==> config.mk <==
export PLATFORM = sky130hd
export DESIGN_NAME = serial_alu_8
export DESIGN_NICKNAME = d
export VERILOG_FILES = /design/src/rtl/serial_alu_8_pkg.sv /design/src/rtl/serial_alu_8_fulladder.sv /design/src/rtl/serial_alu_8.sv
export SDC_FILE = /design/constraint.sdc
export NUM_CORES = 1
export LEC_CHECK = 0
export CELL_PAD_IN_SITES_DETAIL_PLACEMENT = 0
export CELL_PAD_IN_SITES_GLOBAL_PLACEMENT = 1
export CORE_MARGIN = 3
export CORE_UTILIZATION = 36
export CTS_CLUSTER_DIAMETER = 60
export CTS_CLUSTER_SIZE = 24
export DETAILED_ROUTE_END_ITERATION = 8
export MAX_ROUTING_LAYER = met4
export PLACE_DENSITY = 0.77
export SLEW_MARGIN = 20
export SYNTH_ARGS = -nofsm -noshare
export SYNTH_HDL_FRONTEND = slang
export SYNTH_HIERARCHICAL = 1
export SYNTH_SLANG_ARGS = --single-unit
==> constraint.sdc <==
create_clock -name clk -period 1.4 [get_ports clk]
set_clock_uncertainty 0.05 [all_clocks]
set_input_delay 0.21 -clock clk [delete_from_list [all_inputs] [get_ports clk]]
set_output_delay 0.21 -clock clk [all_outputs]
set_load 0.01 [all_outputs]
==> src/rtl/serial_alu_8_pkg.sv <==
// serial_alu_8_pkg: shared constants for the bit-serial ALU
//    DEF_WIDTH        default operand/result width
//    IDLE/SHIFT/DONE  2-bit FSM state encoding
package serial_alu_8_pkg;
   localparam int DEF_WIDTH = 8;
   localparam logic [1:0] IDLE  = 2'd0;
   localparam logic [1:0] SHIFT = 2'd1;
   localparam logic [1:0] DONE  = 2'd2;
endpackage

==> src/rtl/serial_alu_8_fulladder.sv <==
// fullAdder: single-bit full adder for the serial datapath
//    a, b, c_in   addend bits and carry in
//    sum, c_out   sum bit and carry out
module fullAdder (
   input  logic a,
   input  logic b,
   input  logic c_in,
   output logic sum,
   output logic c_out
);
   assign sum   = a ^ b ^ c_in;
   assign c_out = (a & b) | (c_in & (a ^ b));
endmodule

==> src/rtl/serial_alu_8.sv <==
// serial_alu_8: bit-serial add/subtract, one bit per clock, LSB first
//    clk, rst                 clock, asynchronous active-high reset
//    start, op_sub, a, b      request, operation select (1 = a-b), operands
//    busy, done               operation in progress, one-cycle completion pulse
//    result, carry_out,       registered sum/difference, final carry (no-borrow on sub),
//    overflow, zero           signed overflow, result-is-zero
module serial_alu_8
   import serial_alu_8_pkg::*;
#(
   parameter int WIDTH = DEF_WIDTH
) (
   input  logic             clk,
   input  logic             rst,
   input  logic             start,
   input  logic             op_sub,
   input  logic [WIDTH-1:0] a,
   input  logic [WIDTH-1:0] b,
   output logic             busy,
   output logic             done,
   output logic [WIDTH-1:0] result,
   output logic             carry_out,
   output logic             overflow,
   output logic             zero
);
   localparam int CW = $clog2(WIDTH) + 1;
   logic [1:0]       state;
   logic [WIDTH-1:0] a_sr, b_sr, sh, nxt;
   logic [CW-1:0]    cnt;
   logic             cy, s, co, last;
   fullAdder u_fa (
      .a    (a_sr[0]),
      .b    (b_sr[0]),
      .c_in (cy),
      .sum  (s),
      .c_out(co)
   );
   // sh is the working shift register; nxt is its value after this edge
   assign nxt  = {s, sh[WIDTH-1:1]};
   assign last = cnt == CW'(WIDTH - 1);
   assign busy = state == SHIFT;
   assign done = state == DONE;
   always_ff @(posedge clk or posedge rst) begin
      if (rst) begin
         state     <= IDLE;
         a_sr      <= '0;
         b_sr      <= '0;
         sh        <= '0;
         cnt       <= '0;
         cy        <= 1'b0;
         result    <= '0;
         carry_out <= 1'b0;
         overflow  <= 1'b0;
         zero      <= 1'b1;
      end else begin
         case (state)
            IDLE: if (start) begin
               a_sr  <= a;
               b_sr  <= op_sub ? ~b : b;
               cy    <= op_sub;
               cnt   <= '0;
               state <= SHIFT;
            end
            SHIFT: begin
               sh   <= nxt;
               a_sr <= a_sr >> 1;
               b_sr <= b_sr >> 1;
               cy   <= co;
               cnt  <= cnt + 1'b1;
               // cy still holds the carry into the MSB here, so overflow is cy ^ co
               if (last) begin
                  state     <= DONE;
                  result    <= nxt;
                  carry_out <= co;
                  overflow  <= cy ^ co;
                  zero      <= ~|nxt;
               end
            end
            default: state <= IDLE;
         endcase
      end
   end
endmodule

==> qor.csv <==
stage;metric;value;unit
worst_setup_path;crit_start;a_sr[0];
worst_setup_path;endpoint_kind;flip-flop;
final_layout;drive_above_1_share;28.8;%
yosys;synth_edf_count;0;
route;drtIter0Drc;61;
worst_setup_path;r2r_cells;4;
sta;min_period_over_period;107;%
route;postRouteAntennaNets;0;
sta;max_freq;666;MHz
global_route;gr-total-overflow;0;
power;clockPowerShare;18.3;%
global_route;grt_pass1_wl;6.78;mm
sta;slew_headroom;79.7;%
yosys;synth.distinct_cells;30;
route;route.met3.wl;215;µm
yosys;ys.flop_type;dfrtp_1;
final_layout;final_area;2570;µm²
sta;drv_slew;0;
power;ir_drop;0.680;mV
worst_setup_path;arrival;1.67;ns
placement;io_buffers;32;
route;drc;0;
cts;cts_htree_levels;2;
floorplanning;die_w;77.0;µm
yosys;yosys-top-cells-area;dfrtp_1 55%, nand2_1 9.5%, mux2_4 6.6%, a221o_1 3.9%, xnor2_1 3.9%;
floorplanning;io-pin-count;33;
global_route;grt_pass1_vias;1434;
status;violations;negative setup slack;
power;combPwrFrac;43.5;%
sta;grt_setup_unrepaired;yes;
cts;clock_latency;0.30;ns
sta;setup_viol;11;
placement;place_ws;-0.263;ns
worst_setup_path;cpPeakStageDelay;0.52;ns
worst_setup_path;critPathTopFamily;adder cells;
worst_setup_path;path_class;reg -> reg;
cts;ctsRootBufferMaster;clkbuf_8;
global_route;grt_max_degree;26;
power;swShare;34.5;%
route;post_drt_wl_per_cell;13.9;µm
yosys;ys_ff_latch;41;
placement;place_area;2360;µm²
worst_setup_path;rr_startpoint;a_sr[0];
yosys;ys.warnings.count;6;
route;wl_met2;2.03;mm
route;vias;1394;
cts;cts_tree;done;
placement;dpl.hpwl;2.71;mm
worst_setup_path;worst_path_max_delay_cell;fa_2;
sta;setup_ws;-0.102;ns
sta;min_period;1.50;ns
yosys;synth-seq-area-share;56.6;%
worst_setup_path;crit_path_max_fanout;3;
route;dr.pass1.iters;4;
cts;clk_pin_slew_worst_paths;0.08;ns
yosys;synth.avg_cell_area;11.3;µm²
worst_setup_path;worst-path-stages;4;
cts;clock_sinks;41;
final_layout;fillers;431;
final_layout;syn_to_final_growth;41.6;%
power;power;5.26;mW
power;leakagePower;1.25;nW
yosys;yosysTopAreaCell;dfrtp_1;
route;met1_length;1.72;mm
sta;finalHoldViolations;0;
power;powerDensity;2050;nW/µm²
floorplanning;rows;25;
floorplanning;core-area;4790;µm²
worst_setup_path;startpoint_type;flip-flop;
cts;clk_path_buf_depth;2;
yosys;synth_top_area_share;55.1;%
final_layout;num_antenna_cells;0;
power;power.internal;3.45;mW
route;top_layer_used;met4;
sta;worst_slew_pin_slew;0.305;ns
min_path;hold_class;in -> async;
route;viasPerCell;4.82;
power;power_switching;1.81;mW
yosys;syn_nets;182;
worst_setup_path;cp.required;1.56;ns
final_layout;nets;243;
cts;numCtsBuffers;5;
job;max-cap-violations;0;
route;wl;4.01;mm
yosys;async_flop_share;100;%
floorplanning;dieArea;5930;µm²
floorplanning;initial_core_util;37.9;%
worst_setup_path;path_buf_inv;0;
placement;place_congestion;0.781;
global_route;grt_usage;14.9;%
floorplanning;dieHeight;77.0;µm
yosys;synthesis.area;1820;µm²
power;seqPwrFrac;38.2;%
global_route;antenna_found_initial;0;
status;outcome;complete, but fails checks;
yosys;postSynthCellCount;160;
worst_setup_path;crit_chain;fa_2 -> nor4_2 -> nand2_1 -> mux2i_1;
through the flow:
stage | utilization, % | hold slack (ns) | instances | TNS (ns)
finish | 53.7 | 0.210 | 289 | -0.324
global route | 53.7 | 0.215 | 289 | -0.981
CTS | 54.0 | 0.209 | 289 | -0.951
detailed placement | 49.3 | 0.414 | 272 | -5.00
global placement | 49.3 | 0.402 | 272 | -3.93
floorplan | - | 0.265 | 160 | -0.588
registers in the layout, indices dropped and copies added, names as in the netlist:
name	flops
a_sr	8
b_sr	8
result	8
sh	7
cnt	4
state	2
carry_out	1
cy	1
overflow	1
zero	1
routing by layer:
metal / GRT usage [%] / vias up
li1: - / 670
met1: 17.9 / 680
met2: 24.1 / 40
met3: 4.46 / 4
met4: 4.63 / 0
met5: - / -
repair_timing:
action,4_1_cts,5_1_grt
gates resized for setup,29,7
setup buffers,8,1
setup endpoints to repair,36,20
hold buffers,0,0
cloned,1,1
pin swaps,2,3
power by group through the flow:
stage	Sequential [mW]	Combinational, mW	Clock, mW
floorplan	2.03	1.19	0
global route	2.09	2.51	1.04
global placement	2.02	2.04	0
CTS	2.02	2.28	0.987
finish	2.01	2.29	0.965
detailed placement	2.05	2.12	0
cell usage after synthesis, drive strengths merged (2+ instances only):
| master | number |
|---|---|
| nand3 | 3 |
| a221o | 7 |
| nor4 | 2 |
| a22oi | 8 |
| xnor2 | 8 |
| o21ai | 4 |
| mux2i | 2 |
| dfrtp | 40 |
| buf | 7 |
| inv | 3 |
| mux2 | 10 |
| nand2 | 46 |
| nor2 | 7 |
worst register-to-register path, stage by stage (launching register included):
cell	delay [ns]
dfrtp_1	0.41
fa_2	0.52
nor4_2	0.16
nand2_1	0.11
mux2i_1	0.19
path summary, 6_finish.rpt:
kind	to	slack [ns]
setup / recovery	zero	-0.10
hold / removal	result[6]	0.21
setup reg to reg	zero	-0.10
hold reg to reg	a_sr[6]	0.43
max in group asynchronous	state[0]	0.79
min in group clk	a_sr[7]	0.39
area by class of cell:
type | count | area (µm²) | area share, %
Tap cell | 67 | 83.8 | 3.26
Sequential cell | 41 | 1030 | 40.0
Clock inverter | 3 | 46.3 | 1.80
Timing Repair Buffer | 60 | 547 | 21.3
Multi-Input combinational cell | 110 | 785 | 30.5
Clock buffer | 5 | 68.8 | 2.68
Inverter | 3 | 11.3 | 0.438
kinds of logic (layout without fill, tap and decap cells):
group,after synthesis,in the layout,share of synthesized area (%)
compound gates,22,22,9.72
xor+xnor,9,9,4.34
fa+ha+maj,2,2,1.79
buf+inv,10,71,2.83
flops,41,41,56.6
mux,12,12,8.96
simple gates,64,65,15.8
layout by cell type, fill, tap and decap left out, types with 6 or more instances in the layout:
cell / n
a22oi_1: 7
dlygate4sd2_1: 11
mux2_4: 10
buf_4: 22
dfrtp_1: 39
xnor2_1: 8
nor2_1: 6
clkdlybuf4s50_1: 19
a221o_1: 7
nand2_1: 45
No activity file was read; power rests on OpenSTA's default activity.
